==> config.mk <==
export PLATFORM = sky130hd
export DESIGN_NAME = rf_wport_arb
export DESIGN_NICKNAME = d
export VERILOG_FILES = /design/src/rtl/rf_wport_arb.sv
export SDC_FILE = /design/constraint.sdc
export NUM_CORES = 1
export LEC_CHECK = 0
export BUFFER_PORTS_ARGS = -buffer_cell sky130_fd_sc_hd__buf_2
export CORE_MARGIN = 4
export CORE_UTILIZATION = 47
export DETAILED_ROUTE_END_ITERATION = 7
export PLACE_DENSITY = 0.83
export RECOVER_POWER = 100
export SLEW_MARGIN = 30
export SYNTH_ARGS = -nofsm -noshare
export SYNTH_HDL_FRONTEND = slang
export SYNTH_SLANG_ARGS = --single-unit
==> constraint.sdc <==
create_clock -name clk -period 3.75 [get_ports clk]
set_clock_uncertainty 0.1 [all_clocks]
set_input_delay 1.125 -clock clk [delete_from_list [all_inputs] [get_ports clk]]
set_output_delay 1.125 -clock clk [all_outputs]
set_load 0.05 [all_outputs]
==> src/rtl/rf_wport_arb.sv <==
// rf_wport_arb: register-file write-port arbiter (pipeline WB vs long-latency results)
// Optional macro LU_BYPASS_EN: empty-FIFO lu results drive the port in the same cycle.
module rf_wport_arb #(
   parameter int DEPTH        = 2,
   parameter int STARVE_LIMIT = 8
) (
   input  logic        clk,
   input  logic        resetn,
   input  logic        pipe_we,
   input  logic [4:0]  pipe_waddr,
   input  logic [31:0] pipe_wdata,
   input  logic        lu_valid,
   output logic        lu_ready,
   input  logic [4:0]  lu_waddr,
   input  logic [31:0] lu_wdata,
   output logic        rf_we,
   output logic [4:0]  rf_waddr,
   output logic [31:0] rf_wdata,
   output logic        stall_req,
   output logic [31:0] pending_mask
);

   localparam int AW = $clog2(DEPTH);
   localparam int CW = $clog2(STARVE_LIMIT) + 1;
   localparam logic [CW-1:0] CNT_LAST = CW'(STARVE_LIMIT - 1);

   typedef enum logic {RUN, DRAIN} state_t;

   state_t          state, state_n;
   logic [CW-1:0]   cnt, cnt_n;
   logic [AW:0]     wr_ptr, rd_ptr, wr_ptr_n, rd_ptr_n;
   logic [4:0]      e_addr [DEPTH];
   logic [31:0]     e_data [DEPTH];
   logic [DEPTH-1:0] e_v;
   logic [AW-1:0]   wr_idx, rd_idx;
   logic            pw, empty, full, head_valid, denied;
   logic            pop, push, push_v, bypass, next_empty;

   assign wr_idx     = wr_ptr[AW-1:0];
   assign rd_idx     = rd_ptr[AW-1:0];
   assign pw         = pipe_we && (pipe_waddr != 5'd0);
   assign empty      = (wr_ptr == rd_ptr);
   assign full       = (wr_ptr[AW] != rd_ptr[AW]) &&
                       (wr_ptr[AW-1:0] == rd_ptr[AW-1:0]);
   assign head_valid = !empty && e_v[rd_idx];
   assign denied     = pw && head_valid;
   assign lu_ready   = !full;
   assign push       = lu_valid && !full && !bypass;
   assign push_v     = (lu_waddr != 5'd0) &&
                       !(pw && (lu_waddr == pipe_waddr));
   assign wr_ptr_n   = wr_ptr + (AW+1)'(push);
   assign rd_ptr_n   = rd_ptr + (AW+1)'(pop);
   assign next_empty = (wr_ptr_n == rd_ptr_n);

   // Port grant: pipeline first, then FIFO head; invalid heads drain silently
   always_comb begin
      rf_we    = 1'b0;
      rf_waddr = 5'd0;
      rf_wdata = 32'd0;
      pop      = 1'b0;
      bypass   = 1'b0;
      if (pw) begin
         rf_we    = 1'b1;
         rf_waddr = pipe_waddr;
         rf_wdata = pipe_wdata;
         pop      = !empty && !e_v[rd_idx];
      end else if (!empty) begin
         pop = 1'b1;
         if (e_v[rd_idx]) begin
            rf_we    = 1'b1;
            rf_waddr = e_addr[rd_idx];
            rf_wdata = e_data[rd_idx];
         end
      end
`ifdef LU_BYPASS_EN
      else if (lu_valid && (lu_waddr != 5'd0)) begin
         bypass   = 1'b1;
         rf_we    = 1'b1;
         rf_waddr = lu_waddr;
         rf_wdata = lu_wdata;
      end
`endif
      if (!resetn) begin
         rf_we    = 1'b0;
         rf_waddr = 5'd0;
         rf_wdata = 32'd0;
      end
   end

   // FIFO storage: WAW kill, pop, push
   always_ff @(posedge clk or negedge resetn) begin
      if (!resetn) begin
         wr_ptr <= '0;
         rd_ptr <= '0;
         e_v    <= '0;
         for (int i = 0; i < DEPTH; i++) begin
            e_addr[i] <= 5'd0;
            e_data[i] <= 32'd0;
         end
      end else begin
         for (int i = 0; i < DEPTH; i++)
            if (pw && e_v[i] && (e_addr[i] == pipe_waddr))
               e_v[i] <= 1'b0;
         if (pop)
            e_v[rd_idx] <= 1'b0;
         if (push) begin
            e_addr[wr_idx] <= lu_waddr;
            e_data[wr_idx] <= lu_wdata;
            e_v[wr_idx]    <= push_v;
         end
         wr_ptr <= wr_ptr_n;
         rd_ptr <= rd_ptr_n;
      end
   end

   // Registers whose buffered result is still outstanding
   always_comb begin
      pending_mask = 32'd0;
      for (int i = 0; i < DEPTH; i++)
         if (e_v[i])
            pending_mask[e_addr[i]] = 1'b1;
      pending_mask[0] = 1'b0;
   end

   // Starvation next-state: count denials, hold DRAIN until the FIFO empties
   always_comb begin
      state_n = state;
      cnt_n   = cnt;
      case (state)
         RUN: begin
            if (pop || empty)
               cnt_n = '0;
            else if (denied) begin
               if (cnt == CNT_LAST) begin
                  state_n = DRAIN;
                  cnt_n   = '0;
               end else
                  cnt_n = cnt + 1'b1;
            end
         end
         DRAIN: begin
            cnt_n = '0;
            if (next_empty)
               state_n = RUN;
         end
         default: begin
            state_n = RUN;
            cnt_n   = '0;
         end
      endcase
   end

   // Starvation state, counter and registered stall request
   always_ff @(posedge clk or negedge resetn) begin
      if (!resetn) begin
         state     <= RUN;
         cnt       <= '0;
         stall_req <= 1'b0;
      end else begin
         state     <= state_n;
         cnt       <= cnt_n;
         stall_req <= (state_n == DRAIN);
      end
   end

endmodule
==> Yosys cells after proc, flatten, opt, wreduce, memory -nomap -nowiden <==
Index checks and enable logic that the tools add are counted.
W data, S select, Z words.
{ "classes": {"addsub": 3, "magnitude_cmp": 11, "eq_ne": 9, "n_mux": 52, "bitwise_logic": 6, "n_reduce_logical": 24} }
{ "ops": {"columns": ["op", "n"], "rows": [
  ["$mux W32", 10],
  ["$bwmux W64", 1],
  ["$mux W5", 8],
  ["$demux W32 S1", 1],
  ["$or A32 B32 Y32", 1],
  ["$mux W1", 18],
  ["$logic_and A1 B1 Y1", 17],
  ["$eq A5 B5 Y1", 3],
  ["$lt A5 B6 Y1 const B", 2],
  ["$mux W4", 3],
  ["$bwmux W10", 1],
  ["$demux W1 S5", 2],
  ["$ge A5 B1 Y1 const B", 2],
  ["$reduce_bool A5 Y1", 2],
  ["$pmux W4 S2", 1],
  ["$demux W5 S1", 1],
  ["$add A2 B1 Y2", 2],
  ["$add A4 B1 Y4 const B", 1],
  ["$eq A2 B2 Y1", 2],
  ["$eq A4 B3 Y1 const B", 1],
  ["$ge A2 B2 Y1 const B", 2],
  ["$logic_not A1 Y1", 4],
  ["$lt A1 B2 Y1 const B", 2],
  ["$mux W2", 2],
  ["13 further kinds", 16]
]} }
{ "totals": {"ff_bits": 85} }

==> Depth between registers and ports, before layout <==
Gate-level depths: netlist of run 1.
{ "logic_depth": {"word_depth": 9, "ltp_mapped": 9, "depth_no_buf": 9} }

==> Worst setup path before layout of run 1 <==
Ideal clock, no wire load.
{ "synth_timing": {"path_type": "input-to-output", "start": "in pipe_waddr[0]", "end": "out rf_waddr[1]", "arrival_time_ns": 3.426, "slack_ns": -0.901, "stages": 6, "n_path_buf": 2, "path_cell_list": "or4_4 > o21ai_2 > buf_2 > buf_4 > nor2_1 > a211oi_1"} }
{ "synth_via": {"elab_chain_cells": 4} }
{ "synth_rtl": {"columns": ["item", "line", "rtl"], "rows": [
  ["from (decl)", "10", "input logic [4:0] pipe_waddr,"],
  ["$reduce_bool A5 Y1", "41", "assign pw = pipe_we && (pipe_waddr != 5'd0);"],
  ["$logic_and A1 B1 Y1", "41", null],
  ["$mux W5", "62", "if (pw) begin"],
  ["$mux W5", "83", "if (!resetn) begin"],
  ["to (decl)", "17", "output logic [4:0] rf_waddr,"]
]} }
Every way passes these cells.

==> Worst setup path after layout of run 1 <==
{ "layout_timing": {"start": "in pipe_waddr[0]", "end": "out rf_wdata[29]"} }
{ "layout_via": {"elab_chain_cells": 4} }
{ "layout_rtl": {"columns": ["item", "line", "rtl"], "rows": [
  ["$reduce_bool A5 Y1", "41", null],
  ["$logic_and A1 B1 Y1", "41", null],
  ["$mux W32", "62", null],
  ["$mux W32", "83", null],
  ["to (decl)", "18", "output logic [31:0] rf_wdata,"]
]} }
Every way passes these cells.

==> results of run 1 <==
-- what timing repair did --
action	4_1_cts	5_1_grt
setup buffers	1	0
gates resized for setup	83	3
hold endpoints to repair	0	0
pin swaps	17	8
endpoints found under the setup margin	38	38
gates cloned	1	0
-- final cells by class --
type / count / area (µm²) / share of cell area
repair buffers: 185 / 1325 / 0.1936
flip-flops and latches: 85 / 2127 / 0.3108
diodes: 1 / 2.502 / 0.0003656
clock buffers: 10 / 127.6 / 0.01865
clock inverters: 6 / 70.07 / 0.01024
multi-input cells: 316 / 3004 / 0.4389
well taps: 133 / 166.4 / 0.02431
inverters: 5 / 21.27 / 0.003108
-- cell families after synthesis --
family / after synthesis / share of synthesized area
compound gates: 91 / 0.1323
simple gates: 86 / 0.08625
other cells: 1 / 0.0007717
mux: 111 / 0.2477
buf+inv: 46 / 0.04351
flops: 85 / 0.4377
xor+xnor: 23 / 0.04145
fa+ha+maj: 4 / 0.01030
-- final timing paths --
kind	cells after the start	slack, ns	end
worst max-delay path	7	-0.29	rf_wdata[29]
worst min-delay path	1	0.38	cnt[0]
worst max register to register	6	0.59	e_data[18]
worst min register to register	1	0.38	cnt[0]
max in group asynchronous	2	0.86	e_data[58]
min in group asynchronous	2	1.50	e_data[43]
-- cell usage in the layout (no fill, tap or decap), types with 6 or more instances in the layout --
master and n:
clkbuf_1 36, xnor2_1 17, buf_2 74, dfrtp_1 85
nand3b_1 10, nand2_1 9, a211oi_4 37, o22ai_1 32
buf_12 6, nor2_1 44, mux2i_1 37, clkbuf_8 9
mux2_2 74, buf_4 22, nand3_1 6, xor2_1 6
buf_6 44
-- sequential cells by signal (all words and copies together), names as in the netlist --
name,count
wr_ptr,2
e_data,64
state,1
e_v,2
e_addr,10
cnt,4
rd_ptr,2
-- metrics by stage --
step	setup TNS [ns]	area [µm²]	total power [mW]
after global routing	-11.64	6842	6.182
after detailed placement	-13.24	6410	5.064
after global placement	-12.46	6406	4.924
after CTS	-9.992	6908	5.906
after floorplan	-5.059	5379	4.359
final	-9.490	6844	5.835
-- power groups by stage --
stage | Clock [mW] | Combinational [mW] | Sequential (mW)
after CTS | 0.661 | 3.46 | 1.78
after floorplan | 0 | 2.80 | 1.56
after global routing | 0.699 | 3.63 | 1.85
after detailed placement | 0 | 3.27 | 1.80
final | 0.648 | 3.40 | 1.78
after global placement | 0 | 3.18 | 1.75
-- critical path: stages --
cell and delay, ns:
buf_6 0.10, or4_4 0.56, o21ai_4 0.22, buf_12 0.24
nor2_1 0.11, a211oi_4 0.25, buf_6 0.20
-- routing by layer --
metal	vias up	routed length (µm)	part of all wire	global-route usage
met5	-	13	0.00093	0
met3	25	1000	0.071	0.06929
li1	1922	-	-	-
met1	2061	5393	0.39	0.2716
met4	2	249	0.018	0.07213
met2	163	7333	0.52	0.4285
==> out/metrics.yaml, run 1 <==
timing:
  rsz0062_at_grt: "yes"
  setup_violations: 38
  setup_ws_ns: -0.2935
  finalHoldViolations: 0
  post-route-period-util: 1.078
  fmax_mhz: 247.3
  hold-worst-slack_ns: 0.3837
  period_needed_ns: 4.044
  tightest_slew_ns: 2.069
  max_slew_margin: -0.3793
  report.final.slew_viol_count: 86
yosys:
  synth.distinct_cells: 41
  yosysTopAreaCell: "dfrtp_1"
  syn-num-nets: 529
  avgSynthCellArea_um2: 10.87
  synthArstFlopShare: 1.000
  synth.top_cell.area_share: 0.4377
  synth-seq-area-share: 0.4377
  netlist_top_cells_area: "dfrtp_1 44%, mux2_2 17%, mux2i_1 7.6%"
  synth_common_cells: "85 x dfrtp_1, 74 x mux2_2, 46 x nor2_1, 37 x a211oi_1, 37 x mux2i_1"
  synth-edff-count: 0
  ys_ff_latch: 85
  yosys_warnings: 0
  syn-cell-area_um2: 4860
  synth.most_common_cell: "dfrtp_1"
  synth_ff_type: "dfrtp_1"
  synthCells: 447
clock_tree:
  h-tree-depth: 3
  root_buffer: "clkbuf_8"
  cts-buffers-inserted: 9
  clkTransAtPathRegs_ns: 0.08
  cts_tree: "yes"
  clk_latency_ns: 0.35
  cts.sinks: 85
  clk_path_buf_depth: 2
  ctsHoldBuffers: 0
run_status:
  outcome: "finished, violations left"
  violations: "capacitance limit, slew limit, setup timing"
finish:
  layout-drive-gt1-share: 0.4728
  final_util: 0.6907
  final_cells: 741
  area_growth_pct: 40.83
  nets: 684
  nFillCells: 751
power:
  p_sw_frac: 0.4602
  power_frac_comb: 0.584
  p_leak_nw: 2.815
  power_density_nw_per_um2: 852.5
  clkPwrFrac: 0.111
  p_seq_frac: 0.305
  ir_worst_vdd_v: 0.0004999
  internal-power_mw: 3.150
  power.switching_mw: 2.685
critical_path:
  cp-end-kind: "output pin"
  critPathKind: "in -> out"
  cp-start-kind: "primary input"
  startpoint: "pipe_waddr[0]"
  crit_fanout: 30
  cp.required_ns: 2.52
  cp.arrival_ns: 2.82
  rr_startpoint: "rd_ptr[0]"
worst_hold_path:
  min-delay-start: "cnt[0]"
  hp-class: "reg -> reg"
drt:
  drt_iter0_markers: 360
  firstDrtPassIters: 4
  vias: 4173
  wl_per_cell_um: 18.88
  drc: 0
  drtAntennaViolNets: 0
  drt-total-wl_mm: 13.99
  routed_via_density: 5.632
grt:
  overflow: 0
  grt_max_degree: 86
  grtUsageTotal: 0.2377
  antenna_found_initial: 1
  grt_pass1_vias: 4533
  grt_pass1_wl_mm: 22.10
floorplan:
  die_y_um: 109.7
  dieWidth_um: 109.7
  dieArea_um2: 12030
  num_rows: 36
  core_area_um2: 9910
  initial_core_util: 0.4904
  io_pins: 150
placement:
  pre_cts_ws_ns: -0.3888
  dp.cells: 722
  place.gp.congestion: 0.8570
  portBuffers: 148
  hpwl_mm: 10.05
flow_run:
  cap_violations: 1
Note: power is estimated with default switching activity, not from simulation.
==> run 2, diff against run 1 <==
--- a/constraint.sdc
+++ b/constraint.sdc
@@ -4,2 +4,2 @@
 set_output_delay 1.125 -clock clk [all_outputs]
-set_load 0.05 [all_outputs]
+set_load 0.005 [all_outputs]
==> run 2 against run 1 <==
Net effect: the run still ends with capacitance limit, slew limit, setup timing left; die area unchanged; sequential share of layout area increased by 3.7 points; maximum frequency increased by 1.7%; first-iteration DRC count increased by 17%; via count unchanged; routed wire length decreased by 5.6%; cell count decreased by 1.5%; register-to-register slack got worse by 0.22 ns; flip-flop and latch count unchanged; sequential power about the same; critical path type unchanged; highest routed layer is now met4.
==> out/metrics.yaml, run 2 (synthesis gave the netlist of run 1 again) <==
clock_tree:
  h-tree-depth: 3  # unchanged
  cts_tree: "yes"
  clkTransAtPathRegs_ns: 0.09  # about the same
  cts-buffers-inserted: 9  # unchanged
  root_buffer: "clkbuf_8"
  clk_path_buf_depth: 2  # unchanged
  cts.sinks: 85  # unchanged
  clk_latency_ns: 0.35  # about the same
floorplan:
  io_pins: 150  # unchanged
  num_rows: 36  # unchanged
  dieWidth_um: 109.7  # unchanged
  initial_core_util: 0.4904  # unchanged
  die_y_um: 109.7  # unchanged
  dieArea_um2: 12030  # unchanged
  core_area_um2: 9910  # unchanged
finish:
  top_register: "e_data"
  nets: 674  # -1.5%
  largest_reg_flops: 64  # unchanged
  final_util: 0.6169  # -0.07374
  mostFrequentLayoutCell: "buf_2"
  area_growth_pct: 25.80
  layout_top_registers: "e_data (64), e_addr (10), cnt (4)"
  layout_common_cells: "112 x buf_2, 84 x dfrtp_1, 74 x mux2_2"
  layout-drive-gt1-share: 0.4111  # -0.06174
  final_cells: 730  # -1.5%
critical_path:
  crit_fanout: 14  # -53%
  cp-start-kind: "primary input"
  rr_worst_depth: 6  # unchanged
  crit_top_cell: "buf_6"
  rr_endpoint: "e_data[31]"
  cp.arrival_ns: 2.75  # -0.07 ns
  cp_top_family: "buffers and inverters"
  crit_slowest_cell: "or4_4"
  crit_path_max_incr_delay_ns: 0.56  # about the same
  path_cells: "buf_6 -> or4_4 -> o21a_4 -> o31ai_4 -> buf_6 -> buf_12 -> a211oi_1 -> buf_2"
  cp_num_buf_inv: 4  # +1
  cp.required_ns: 2.52  # about the same
  cp-end-kind: "output pin"
  reg2reg_setup_slack_ns: 0.37  # -0.22 ns
  critPathKind: "in -> out"
  rr_startpoint: "rd_ptr[0]"
timing:
  tightest_slew_ns: 2.093  # +0.02368 ns
  setup_ws_ns: -0.2250  # +0.06852 ns
  period_needed_ns: 3.975  # -0.06852 ns
  fmax_mhz: 251.6  # +1.7%
  report.final.slew_viol_count: 40  # -53%
  hold-worst-slack_ns: 0.3685  # -0.01518 ns
  max_slew_margin: -0.3951  # -0.01578
  post-route-period-util: 1.060  # -0.01827
  setup_violations: 38  # unchanged
  finalHoldViolations: 0  # unchanged
  rsz0062_at_grt: "yes"
drt:
  drtAntennaViolNets: 0  # unchanged
  routed_via_density: 5.716  # +1.5%
  drt-total-wl_mm: 13.20  # -5.6%
  vias: 4173  # unchanged
  drc: 0  # unchanged
  wl_per_cell_um: 18.09  # -4.2%
  firstDrtPassIters: 5  # +1
  drt_iter0_markers: 422  # +17%
flow_run:
  cap_violations: 1  # unchanged
grt:
  grtUsageTotal: 0.2203  # -0.01745
  antenna_found_initial: 0  # -1
  grt_pass1_vias: 4161  # -8.2%
  overflow: 0  # unchanged
  grt_max_degree: 47  # -45%
  grt_pass1_wl_mm: 20.49  # -7.3%
power:
  p_leak_nw: 2.689  # -4.5%
  ir_worst_vdd_v: 0.0004081  # -18%
  power_density_nw_per_um2: 767.4  # -10%
  p_total_mw: 4.691  # -20%
placement:
  dp.cells: 706  # -2.2%
  hpwl_mm: 9.273  # -7.8%
  place.gp.congestion: 0.8504  # -0.77%
  portBuffers: 148  # unchanged
worst_hold_path:
  hold_depth: 1  # unchanged
  holdPathEnd: "cnt[0]"
  hp-class: "reg -> reg"
  min-delay-start: "cnt[0]"
run_status:
  outcome: "finished, violations left"
  violations: "capacitance limit, slew limit, setup timing"
## run 2: repair_timing
action | 4_1_cts | 5_1_grt
setup endpoints to repair | 38 | 38
resized for setup | 18 | 6
pin swaps | 6 | 1
buffers inserted | 5 | 0
hold buffers | 0 | 0
gates cloned | 3 | 0
## run 2: report_power, final
group	switching [mW]	internal [mW]
combinational	1.09	1.20
clock	0.320	0.304
sequential	0.401	1.38
total	1.81	2.88
## run 2: worst reg2reg max path, stage by stage (launching register included)
cell	delay, ns
dfrtp_2	0.53
xnor2_1	0.17
nand2_1	0.09
and2_0	0.20
ha_1	0.82
clkbuf_1	0.93
mux2_2	0.44
## run 2: per-stage QoR
stage	instance area [µm²]	setup TNS, ns	setup WS, ns
finish	6113	-7.369	-0.2250
global route	6111	-18.82	-0.2707
CTS	6180	-7.364	-0.2181
detailed placement	5796	-9.189	-0.2804
global placement	5776	-8.435	-0.2538
floorplan	4860	0	0.01251
## run 2: worst max-delay path by stage
stage,slack [ns],start,endpoint,depth (start not counted)
floorplan,0.01,pipe_waddr[0],rf_waddr[1],6
global placement,-0.25,pipe_waddr[0],rf_waddr[1],7
detailed placement,-0.28,pipe_waddr[0],rf_waddr[1],7
CTS,-0.22,pipe_waddr[3],rf_waddr[2],8
global route,-0.27,pipe_waddr[3],rf_wdata[8],8
finish,-0.23,pipe_waddr[3],rf_waddr[0],8
## run 2: layout make-up
type,instances,area (µm²)
Fill cell,840,3796
Tap cell,133,166.4
Sequential cell,85,2128
Inverter,5,18.77
Multi-Input combinational cell,316,2576
Clock buffer,11,131.4
Timing Repair Buffer,175,1040
Antenna cell,1,2.502
Clock inverter,4,50.05
## run 2: per-layer routing
layer	up-vias	routed length, µm	GRT usage
li1	1928	-	-
met1	2027	5304	0.2646
met2	181	6750	0.3871
met3	37	818	0.04580
met4	0	331	0.08370
met5	-	0	0
